[config.mk]
export PLATFORM = sky130hd
export DESIGN_NAME = pc_seq_unit
export DESIGN_NICKNAME = d
export VERILOG_FILES = /design/src/rtl/pc_seq_unit.sv
export SDC_FILE = /design/constraint.sdc
export NUM_CORES = 1
export LEC_CHECK = 0
export CAP_MARGIN = 40
export CORE_ASPECT_RATIO = 2
export CORE_MARGIN = 5
export CORE_UTILIZATION = 40
export CTS_CLUSTER_SIZE = 20
export DETAILED_ROUTE_END_ITERATION = 8
export PLACE_DENSITY = 0.66
export SETUP_SLACK_MARGIN = 0.15
export SLEW_MARGIN = 25
export SYNTH_ARGS = -nofsm -noshare
export SYNTH_HDL_FRONTEND = slang
export SYNTH_SLANG_ARGS = --single-unit
[constraint.sdc]
create_clock -name clk_i -period 5.83 [get_ports clk_i]
set_input_delay 0.583 -clock clk_i [delete_from_list [all_inputs] [get_ports clk_i]]
set_output_delay 0.583 -clock clk_i [all_outputs]
set_load 0.05 [all_outputs]
[src/rtl/pc_seq_unit.sv]
// Program-counter sequencer: PC register, next-PC selection (sequential, branch,
// region jump, register jump, return) and a circular return-address stack.
module pc_seq_unit #(
  parameter int                ADDR_W    = 32,
  parameter int                IDX_W     = 26,
  parameter int                RAS_DEPTH = 4,
  parameter logic [ADDR_W-1:0] RESET_PC  = '0
) (
  input  logic                       clk_i,
  input  logic                       rst_i,
  input  logic                       stall_i,
  input  logic                       branch_i,
  input  logic [15:0]                branch_off_i,
  input  logic                       jump_i,
  input  logic [IDX_W-1:0]           jump_idx_i,
  input  logic                       jr_i,
  input  logic [ADDR_W-1:0]          jr_addr_i,
  input  logic                       ret_i,
  input  logic                       link_i,
  output logic [ADDR_W-1:0]          pc_o,
  output logic [ADDR_W-1:0]          pc_plus4_o,
  output logic [ADDR_W-1:0]          ras_top_o,
  output logic [$clog2(RAS_DEPTH):0] ras_count_o,
  output logic                       ras_empty_o,
  output logic                       ras_full_o,
  output logic                       ras_err_o
);

  localparam int PTR_W = $clog2(RAS_DEPTH);
  localparam int CNT_W = PTR_W + 1;
  localparam logic [CNT_W-1:0] FULL_CNT = CNT_W'(RAS_DEPTH);

  logic [ADDR_W-1:0] r_pc;
  logic [ADDR_W-1:0] r_ras [RAS_DEPTH];
  logic [PTR_W-1:0]  r_ptr;   // index of the top entry when the stack is non-empty
  logic [CNT_W-1:0]  r_count;
  logic              r_err;

  logic [ADDR_W-1:0]        w_pc_plus4;
  logic signed [ADDR_W-1:0] w_off_ext;
  logic [ADDR_W-1:0]        w_br_target;
  logic [ADDR_W-1:0]        w_jmp_target;
  logic [ADDR_W-1:0]        w_pc_next;
  logic                     w_empty;
  logic                     w_full;
  logic                     w_push;
  logic                     w_pop;
  logic                     w_err_evt;
  logic [PTR_W-1:0]         w_wr_idx;
  logic [PTR_W-1:0]         w_ptr_next;
  logic [CNT_W-1:0]         w_count_next;

  assign w_pc_plus4   = r_pc + ADDR_W'(4);
  assign w_off_ext    = ADDR_W'(signed'(branch_off_i));
  assign w_br_target  = w_pc_plus4 + ADDR_W'(w_off_ext <<< 2);
  assign w_jmp_target = {w_pc_plus4[ADDR_W-1:IDX_W+2], jump_idx_i, 2'b00};

  assign w_empty   = (r_count == '0);
  assign w_full    = (r_count == FULL_CNT);
  assign w_push    = link_i & (jump_i | jr_i);
  assign w_pop     = jr_i & ret_i & ~w_empty;
  // A return on an empty stack and a push that evicts the oldest entry both flag an error.
  assign w_err_evt = (jr_i & ret_i & w_empty) | (w_push & ~w_pop & w_full);

  // NOTE: every always_comb output gets a default first so no path can infer a latch.
  always_comb begin
    w_pc_next = w_pc_plus4;
    if (jr_i) begin
      w_pc_next = w_pop ? r_ras[r_ptr] : jr_addr_i;
    end else if (jump_i) begin
      w_pc_next = w_jmp_target;
    end else if (branch_i) begin
      w_pc_next = w_br_target;
    end
  end

  always_comb begin
    w_wr_idx     = r_ptr;
    w_ptr_next   = r_ptr;
    w_count_next = r_count;
    if (w_push && !w_pop) begin
      w_wr_idx   = r_ptr + PTR_W'(1);
      w_ptr_next = r_ptr + PTR_W'(1);
      if (!w_full) w_count_next = r_count + CNT_W'(1);
    end else if (w_pop && !w_push) begin
      w_ptr_next   = r_ptr - PTR_W'(1);
      w_count_next = r_count - CNT_W'(1);
    end
  end

  // NOTE: stack entries are reset too, so ras_top_o and contents are defined after reset.
  always_ff @(posedge clk_i) begin
    if (!rst_i) begin
      r_pc    <= RESET_PC;
      r_ptr   <= '0;
      r_count <= '0;
      r_err   <= 1'b0;
      for (int i = 0; i < RAS_DEPTH; i++) r_ras[i] <= '0;
    end else if (!stall_i) begin
      r_pc    <= w_pc_next;
      r_ptr   <= w_ptr_next;
      r_count <= w_count_next;
      if (w_push)    r_ras[w_wr_idx] <= w_pc_plus4;
      if (w_err_evt) r_err <= 1'b1;
    end
  end

  assign pc_o        = r_pc;
  assign pc_plus4_o  = w_pc_plus4;
  assign ras_top_o   = w_empty ? '0 : r_ras[r_ptr];
  assign ras_count_o = r_count;
  assign ras_empty_o = w_empty;
  assign ras_full_o  = w_full;
  assign ras_err_o   = r_err;

endmodule

==> results of run 1 <==
-- worst paths after layout --
check        slack [ps]      start        end
min reg2reg         480  ras_err_o  ras_err_o
max                 800    pc_o[2]   pc_o[31]
max reg2reg         800    pc_o[2]   pc_o[31]
min                 480  ras_err_o  ras_err_o
-- sequential cells by signal (all words and copies together) (netlist names), named ones only --
name	count
pc_o	32
r_ras	128
ras_err_o	1
ras_count_o	3
r_ptr	2
-- per-stage QoR --
stage | cells | area [um^2] | util
floorplan | 1040 | 10220 | -
global placement | 1518 | 12420 | 0.4942
detailed placement | 1520 | 12450 | 0.4953
CTS | 1552 | 13040 | 0.5186
global route | 1553 | 13040 | 0.5189
finish | 1553 | 13040 | 0.5189
-- final cells by class --
class | count | area, um^2
fill | 2319 | 12090
clock inverter | 9 | 126.4
tap | 336 | 420.4
clock buffer | 23 | 457.9
sequential | 168 | 4647
inverter | 47 | 176.4
multi-input combinational | 764 | 5172
timing repair buffer | 206 | 2042
-- Yosys cell counts (8+ instances only) --
master      n  share of area
nand3_1    25          0.012
o21ai_0    63          0.031
nand2_1    72          0.026
nor3_1      8         0.0039
nor2_1    186          0.068
clkbuf_1   49          0.018
o211ai_1   10         0.0073
a211oi_1   10         0.0073
a31oi_1    20          0.012
dfxtp_1    40          0.078
a21o_1     15          0.011
ha_1       39          0.048
nand4_1    16         0.0098
nor2b_1    37          0.023
a21oi_1    63          0.031
xor2_1     22          0.019
mux4_2     32          0.071
edfxtp_1  128           0.38
xnor2_1    34          0.029
inv_1      44          0.016
-- routing by layer --
layer  vias to the layer above  share of wire  wire [um]
li1                       4099              -          -
met1                      4386           0.36      12900
met2                       467           0.53      19200
met3                        82          0.076       2747
met4                         0          0.040       1441
met5                         -              0          0
-- power groups by stage --
stage          registers [W]  clock network (W)  logic [W]
2_1_floorplan        0.00149                  0   0.000671
3_3_place_gp         0.00144                  0    0.00114
3_5_place_dp         0.00144                  0    0.00115
4_1_cts              0.00141            0.00114    0.00116
5_1_grt              0.00142            0.00119    0.00122
6_report             0.00141            0.00113    0.00116
-- cell families (layout without fill, tap and decap cells) --
kind of cell               Yosys count  in the layout  share of synthesized area
muxes                               41             41                    0.07962
AOI/OAI and AO/OA                  242            242                     0.1503
xor gates and xnor gates            57             57                    0.04961
DFF                                168            168                     0.4547
adders and majority gates           41             41                    0.05169
and+or+nand+nor                    383            383                     0.1726
buffers and inverters              108            285                    0.04152
==> key figures, run 1 <==
GRT
  – Met1 Usage GRT: 0.2940
  – GR Util met2: 0.4413
  – Largest net degree at the start of global routing: 47
  – Most used routing layer: met2
  – Initial antenna violation count: 0
  – GR Util met3: 0.04483
  – Congestion Overflow GR: 0
  – Gr usage total: 0.2510
  – Global-route wire length before repair: about 54,000 um
  – Vias in the first global route: a little over 9,000

Timing
  – Pins Over Slew Limit: 0
  – WHS: 478.3 ps
  – Layout Skew: 6.781 ps
  – Part of the cycle the worst path needs: 0.8630
  – Min Tclk post-route: around 5000 ps
  – Setup ws final: approximately 800 ps
  – Unrepaired setup endpoints after global routing: no
  – Final setup vio count: 0
  – Worst-Margin Slew: 828.8 ps
  – Setup TNS: 0 ps
  – Slew HR: 0.4455
  – FMAX: roughly 0.2 GHz
  – Final Hold Fails: 0

Power
  – Flop pwr share: 0.382
  – Power per standard cell area: between 200 and 300 nW/um^2
  – Clock group share of total power: 0.305
  – Pwr Total: about 0.0037 W
  – Switching share of power: 0.3375
  – Static Leak: around 5 nW
  – P_int: 0.002450 W
  – VDD IR max: between 200 and 250 uV
  – Gate power share: 0.313
  – Switch Pwr: 0.001248 W

Drt
  – Antenna Nets Post-Route: 0
  – Via count: between 9,000 and 10,000
  – Wire length per cell: around 23 um
  – DRC: 0
  – Detailed Route WL: 36,290 um
  – Vias/cell: a little under 6
  – Drt pass-1 iters: 5
  – Initial DRC Count: roughly 800

Clock tree
  – Clock Latency Late Sink: about 430 ps
  – Clock sink count: between 150 and 200
  – CTS tree: done
  – CTS Buf Count: 17
  – PostCTS Resize Cnt: 0
  – Worst-path clk slew: roughly 60 ps
  – Root buf cell: clkbuf_16
  – Max clock buf depth: 2
  – H-tree depth: 4
  – # hold bufs at CTS: 0
  – Post-CTS Setup Inserts: 0

Worst setup path
  – Crit path buffers/inverters: 1
  – Worst r2r path cells: 16
  – Slowest stage delay, CP: between 500 and 600 ps
  – Worst path top cell family by delay: simple AND/OR/NAND/NOR gates
  – Req. time, crit path: just over 6000 ps
  – Crit Path Class: register to register
  – Critical Path Stages: 16
  – Worst path most repeated cell: nand4_1
  – Critical path launch point type: register
  – Crit path cell chain: ha_1, nand4_1, or4_4, nor2_4, and2_1, xnor2_1, inv_1, ha_1, nand4_1, nor4_1, nand4_1, o211ai_1, o2111ai_1, xnor2_1, o2111ai_1, o211a_1
  – Crit. End Element: register
  – Critical-path top delay cell: nor4_1
  – Max Fanout on Critical Path: 11
  – Worst EP arrival: approximately 5400 ps

Finish
  – Share of cells above drive strength 1: 0.08381
  – Commonest non-fill, non-tap cell in the layout: nor2_1
  – Most used cells in the layout excluding fill and tap cells: nor2_1, clkdlybuf4s50_1, edfxtp_1, nand2_1
  – Layout Area Growth over Synthesis: 27.68%
  – Final #Nets: 1,327
  – Antenna fix cells: 0

Floorplanning
  – Die Y: between 200 and 250 um
  – I/O pin count: 184
  – Placeable Area: between 20,000 and 30,000 um^2
  – Row count: between 80 and 90
  – DIE AREA: between 20,000 and 30,000 um^2
  – Starting Density: 0.4064
  – Die X: about 120 um

Synthesis
  – Share of flip-flops with an asynchronous set or reset: 0
  – Synthesis Warnings: 0
  – Ys flop type: edfxtp_1
  – Cell area after synthesis: between 10,000 and 15,000 um^2
  – Post-synth cell types: 67
  – Number of flops mapped to enable cells by yosys: around 130
  – Sequential area share after synthesis: 0.4547
  – Syn_nets: 1,163
  – Yosys reg bits: 168
  – Cell count after synthesis: between 1,000 and 1,500
  – Synthesized area per cell: approximately 9.8 um^2

Placement
  – Pre-CTS WS: 837.2 ps
  – Buffers on Ports: roughly 180
  – HPWL after DPL: 27,130 um
  – Routability congestion estimate: between 0.9 and 1

Hold path
  – Hold depth: 1
  – Worst hold path type: register to register

Outcome
  – Status: completed

Job
  – Max-cap violations: 0
Note: power is estimated with default switching activity, not from simulation.
==> inputs of run 2 (changes only) <==
--- a/config.mk
+++ b/config.mk
@@ -9,8 +9,10 @@
 export CORE_ASPECT_RATIO = 2
 export CORE_MARGIN = 5
 export CORE_UTILIZATION = 40
+export CTS_BUF_LIST = sky130_fd_sc_hd__clkbuf_8
 export CTS_CLUSTER_SIZE = 20
 export DETAILED_ROUTE_END_ITERATION = 8
+export HOLD_SLACK_MARGIN = 0.05
 export PLACE_DENSITY = 0.66
 export SETUP_SLACK_MARGIN = 0.15
 export SLEW_MARGIN = 25
==> constraint.sdc (replaced) <==
create_clock -name clk_i -period 5.83 [get_ports clk_i]
set_input_delay 0.583 -clock clk_i [delete_from_list [all_inputs] [get_ports clk_i]]
set_output_delay 0.583 -clock clk_i [all_outputs]
set_load 0.1 [all_outputs]
==> run 2 against run 1 <==
- final cell count up 6.7%
- first-iteration DRC count unchanged
- non-clock buffer count up 103
- sequential cell count unchanged
- sequential share of layout area down 4.4 points
- core utilization up 7.3 points
- largest cell class unchanged
==> key figures, run 2 (synthesized netlist as in run 1, its figures left out) <==
Outcome
  – Status: completed

Placement
  – Buffers on Ports: 183 (unchanged)
  – HPWL after DPL: 28,130 um (+3.7%)
  – Routability congestion estimate: 0.9527 (+1.9%)
  – Pre-CTS WS: 975.0 ps (+137.8 ps)

Timing
  – Part of the cycle the worst path needs: 0.8393 (-0.02373)
  – Setup ws final: 936.8 ps (+138.3 ps)
  – FMAX: 0.2044 GHz (+2.8%)
  – Pins Over Slew Limit: 0 (unchanged)
  – Final Hold Fails: 0 (unchanged)
  – Unrepaired setup endpoints after global routing: no
  – Worst-Margin Slew: 904.6 ps (+75.83 ps)
  – Layout Skew: 12.72 ps (+5.938 ps)
  – Final setup vio count: 0 (unchanged)
  – Min Tclk post-route: 4893 ps (-138.3 ps)
  – Slew HR: 0.3947 (-0.05074)
  – Setup TNS: 0 ps (unchanged)

Finish
  – Multi-input gate area: 5172 um^2 (unchanged)
  – Flip-flop and latch area: 4647 um^2 (unchanged)
  – Top reg by flops: r_ras
  – Fillers: 2,048 (-12%)
  – Most used cells in the layout excluding fill and tap cells: nor2_1, clkdlybuf4s50_1, edfxtp_1, nand2_1, buf_8
  – Util after Layout: 0.5920 (+0.07317)
  – Commonest non-fill, non-tap cell in the layout: nor2_1
  – Share of cells above drive strength 1: 0.1568 (+0.07301)
  – Max reg flops: 128 (unchanged)
  – Layout Area Growth over Synthesis: 45.69%
  – Final #Nets: 1,430 (+7.8%)

Floorplanning
  – Die X: 123.0 um (unchanged)
  – I/O pin count: 184 (unchanged)
  – Die Y: 236.0 um (unchanged)
  – Starting Density: 0.4064 (unchanged)
  – Row count: 82 (unchanged)
  – Placeable Area: 25,140 um^2 (unchanged)
  – DIE AREA: 29,030 um^2 (unchanged)

Drt
  – Metal3 WL: 2464 um (-10%)
  – Wire length per cell: 22.60 um (-3.3%)
  – Detailed Route WL: 37,450 um (+3.2%)
  – Initial DRC Count: 802 (unchanged)
  – Via count: 9,531 (+5.5%)
  – Wl on met1: 13,500 um (+4.7%)
  – Drt pass-1 iters: 5 (unchanged)
  – Max Used Layer: met4
  – DR WL met2: 19,960 um (+4.0%)
  – Vias/cell: 5.752 (-1.1%)
  – Antenna Nets Post-Route: 0 (unchanged)
  – DRC: 0 (unchanged)

Clock tree
  – Max clock buf depth: 2 (unchanged)
  – H-tree depth: 4 (unchanged)
  – CTS Buf Count: 17 (unchanged)
  – Worst-path clk slew: 90 ps (+30 ps)
  – CTS tree: done
  – Clock Latency Late Sink: 470 ps (+40 ps)
  – Post-CTS Setup Inserts: 0 (unchanged)
  – # hold bufs at CTS: 0 (unchanged)
  – Clock sink count: 168 (unchanged)
  – Root buf cell: clkbuf_8
  – PostCTS Resize Cnt: 0 (unchanged)

Power
  – Pwr Total: 0.004015 W (+8.6%)
  – Power per standard cell area: 269.8 nW/um^2 (-4.9%)
  – VDD IR max: 132.7 uV (-39%)
  – Static Leak: 5.727 nW (+17%)
  – Switch Pwr: 0.001570 W (+26%)
  – Switching share of power: 0.3910 (+0.05345)
  – Clock group share of total power: 0.214 (-0.091)
  – P_int: 0.002445 W (-0.20%)
  – Flop pwr share: 0.351 (-0.031)
  – Gate power share: 0.435 (+0.122)

Worst setup path
  – Critical path launch point type: register
  – Req. time, crit path: 6250 ps (+40 ps)
  – Crit. End Element: register
  – Max Fanout on Critical Path: 8 (-3)
  – Crit Path Class: register to register
  – Worst EP arrival: 5320 ps (-90 ps)
  – Reg2Reg Setup Slack: 940 ps (+140 ps)

GRT
  – Gr usage total: 0.2589 (+0.007894)
  – Largest net degree at the start of global routing: 47 (unchanged)
  – Congestion Overflow GR: 0 (unchanged)
  – Vias in the first global route: 9,650 (+5.6%)
  – Global-route wire length before repair: 56,720 um (+4.1%)
  – Initial antenna violation count: 1 (+1)

Hold path
  – Worst hold path type: register to register

Job
  – Max-cap violations: 0 (unchanged)
run 2: area by class of cell:
class | count | share of cell area
clock buffers | 18 | 0.01665
well taps | 336 | 0.02825
inverters | 47 | 0.01185
multi-input cells | 764 | 0.3476
clock inverters | 14 | 0.01085
flip-flops and latches | 168 | 0.3123
repair buffers | 309 | 0.2724
diodes | 1 | 0.0001682
run 2: per-stage QoR:
| stage | hold WS (ps) | instances | instance area (um^2) |
|---|---|---|---|
| global route | 507.0 | 1657 | 14880 |
| floorplan | 513.2 | 1040 | 10220 |
| finish | 476.2 | 1657 | 14880 |
| global placement | 452.1 | 1518 | 12420 |
| detailed placement | 457.4 | 1623 | 14440 |
| CTS | 476.2 | 1655 | 14850 |
run 2: layer usage:
metal	vias up	track usage
li1	4304	-
met1	4676	0.3062
met2	461	0.4599
met3	90	0.03836
met4	0	0.1072
met5	-	0
run 2: power groups by stage:
stage	sequential, W	clock, W	combinational [W]
6_report	0.00141	0.000858	0.00175
5_1_grt	0.00142	0.000921	0.00182
4_1_cts	0.00142	0.000862	0.00174
3_5_place_dp	0.00144	0	0.00173
3_3_place_gp	0.00144	0	0.00141
2_1_floorplan	0.00157	0	0.000870
run 2: final timing paths:
kind / startpoint / endpoint / depth (start not counted)
min: ras_err_o / ras_err_o / 1
max: pc_o[11] / pc_o[31] / 16
min reg2reg: ras_err_o / ras_err_o / 1
max reg2reg: pc_o[11] / pc_o[31] / 16
run 2: worst max-delay path: stages, from the launching register on:
cell and delay (ps):
dfxtp_1 520, and4_1 310, nand2_1 120, or4_4 600
nor2_4 190, and2_1 160, xnor2_1 280, inv_1 160
ha_1 480, nand4_1 290, nor4_1 510, nand4_1 180
o211ai_1 210, o2111ai_1 270, xnor2_1 210, o2111ai_1 190
o211a_1 170
==> inputs of run 3 (changes only) <==
==> constraint.sdc (replaced) <==
create_clock -name clk_i -period 4.01 [get_ports clk_i]
set_input_delay 0.401 -clock clk_i [delete_from_list [all_inputs] [get_ports clk_i]]
set_output_delay 0.401 -clock clk_i [all_outputs]
set_load 0.1 [all_outputs]
==> run 3 against run 2 <==
- fmax is 27% higher
- core utilization is 0.23 points lower
- global-route usage is 0.72 points higher
- sequential cell count unchanged
- clock power is 46% higher
- worst hold slack worse by 2.3 ps
- critical path depth is 1 higher
- critical endpoint unchanged
- highest routed layer unchanged
==> key figures, run 3 (synthesized netlist as in run 1, its figures left out) <==
Outcome
  – Status: completed

Worst setup path
  – Crit. End Element: register
  – Worst r2r path cells: 17 (+1)
  – Max Fanout on Critical Path: 4 (-4)
  – Req. time, crit path: 4430 ps (-1820 ps)
  – Crit Path Class: register to register
  – Worst EP arrival: 4280 ps (-1040 ps)
  – Critical path launch point type: register
  – Reg2Reg Setup Slack: 150 ps (-780 ps)

Clock tree
  – Max clock buf depth: 2 (unchanged)
  – Clock Latency Late Sink: 480 ps (about the same)
  – Worst-path clk slew: 100 ps (about the same)
  – CTS Buf Count: 17 (unchanged)
  – H-tree depth: 4 (unchanged)
  – Root buf cell: clkbuf_8
  – Clock sink count: 168 (unchanged)
  – CTS tree: done

Finish
  – Max reg flops: 128 (unchanged)
  – Final #Nets: 1,455 (+1.7%)
  – Layout Area Growth over Synthesis: 45.11%
  – Top reg by flops: r_ras
  – Share of cells above drive strength 1: 0.2840 (+0.1272)
  – Util after Layout: 0.5897 (-0.002340)
  – Most used cells in the layout excluding fill and tap cells: nor2_1, buf_4, clkdlybuf4s50_1, edfxtp_1, nand2_1
  – Commonest non-fill, non-tap cell in the layout: nor2_1
  – Antenna fix cells: 0 (-1)

Hold path
  – Worst hold path type: register to register
  – Hold depth: 1 (unchanged)

Timing
  – Unrepaired setup endpoints after global routing: yes
  – Worst-Margin Slew: 732.6 ps (-172.0 ps)
  – Min Tclk post-route: 3856 ps (-1037 ps)
  – Setup ws final: 153.8 ps (-783.0 ps)
  – Final Hold Fails: 0 (unchanged)
  – Layout Skew: 16.10 ps (+3.384 ps)
  – WHS: 473.9 ps (-2.337 ps)
  – Setup TNS: 0 ps (unchanged)
  – Final setup vio count: 0 (unchanged)
  – FMAX: 0.2593 GHz (+27%)
  – Part of the cycle the worst path needs: 0.9616 (+0.1223)
  – Slew HR: 0.5106 (+0.1159)
  – Pins Over Slew Limit: 0 (unchanged)

Floorplanning
  – Row count: 82 (unchanged)
  – Die Y: 236.0 um (unchanged)
  – I/O pin count: 184 (unchanged)
  – Die X: 123.0 um (unchanged)
  – Placeable Area: 25,140 um^2 (unchanged)
  – DIE AREA: 29,030 um^2 (unchanged)
  – Starting Density: 0.4064 (unchanged)

Drt
  – Via count: 9,462 (-0.72%)
  – Initial DRC Count: 731 (-8.9%)
  – DRC: 0 (unchanged)
  – Detailed Route WL: 38,730 um (+3.4%)
  – Drt pass-1 iters: 5 (unchanged)
  – Antenna Nets Post-Route: 0 (unchanged)
  – Vias/cell: 5.629 (-2.1%)
  – Wire length per cell: 23.04 um (+1.9%)

Power
  – Pwr Total: 0.005761 W (+43%)
  – VDD IR max: 262.4 uV (+98%)
  – Static Leak: 5.700 nW (-0.48%)
  – Power per standard cell area: 388.7 nW/um^2 (+44%)

GRT
  – Vias in the first global route: 9,680 (+0.31%)
  – Global-route wire length before repair: 57,060 um (+0.61%)
  – Congestion Overflow GR: 0 (unchanged)
  – Largest net degree at the start of global routing: 47 (unchanged)
  – Initial antenna violation count: 0 (-1)
  – Gr usage total: 0.2660 (+0.007171)

Placement
  – Buffers on Ports: 183 (unchanged)
  – Routability congestion estimate: 0.9340 (-2.0%)
  – HPWL after DPL: 29,510 um (+4.9%)
  – Pre-CTS WS: 26.82 ps (-948.2 ps)

Job
  – Max-cap violations: 0 (unchanged)
[run 3: changes by cell type in the layout (fill, tap and decap cells not counted), sizes merged]
cell           delta
bufinv            -2
clkinvlp          +8
clkinv            -3
clkdlybuf4s50    -55
clkbuf            -1
buf              +80
diode             -1
inv               -2
[run 3: worst max-delay path: stages, from the launching register on]
cell        delay [ps]
dfxtp_4            370
and4_4             240
nand2_2             70
or4_4              550
nor2_4             170
nand2_2             80
xor2_2             200
clkinvlp_4         160
ha_4               250
a21o_1             170
a21o_1             160
a21oi_2            170
mux2_4             330
a31oi_4            150
o2111ai_2          160
xnor2_1            200
o2111ai_1          210
o211a_1            160
[run 3: layout make-up]
cell class              instances  area (um^2)
inverters                      47        206.4
clock buffers                  17        234.0
flip-flops and latches        168         4710
multi-input cells             764         5618
clock inverters                15        175.2
repair buffers                334         3460
fillers                      2151        10310
well taps                     336        420.4
[run 3: routing by layer]
layer	track usage	part of all wire
met5	0	0
met4	0.1771	0.074
met3	0.04076	0.063
met2	0.4816	0.54
met1	0.2745	0.33
[run 3: where the power goes]
part	leakage (nW)	internal, W	switching, W	total [W]
Clock	0.201	0.000527	0.000726	0.00125
Combinational	3.83	0.000852	0.00161	0.00246
Sequential	1.67	0.00197	0.0000754	0.00204
Total	5.70	0.00335	0.00241	0.00576
[run 3: what timing repair did]
item,CTS,global route
pin swaps,22,21
buffers inserted,18,4
hold buffers,0,0
setup endpoints to repair,1,12
resized for setup,12,23
[run 3: worst paths after layout]
kind / start / to
min: ras_err_o / ras_err_o
max reg2reg: pc_o[14] / pc_o[31]
max: pc_o[14] / pc_o[31]
min reg2reg: ras_err_o / ras_err_o
[run 3: per-stage QoR]
| stage | cell area, um^2 | instances |
|---|---|---|
| floorplan | 10600 | 1040 |
| finish | 14820 | 1681 |
| detailed placement | 14030 | 1625 |
| global placement | 13100 | 1577 |
| CTS | 14620 | 1675 |
| global route | 14820 | 1681 |
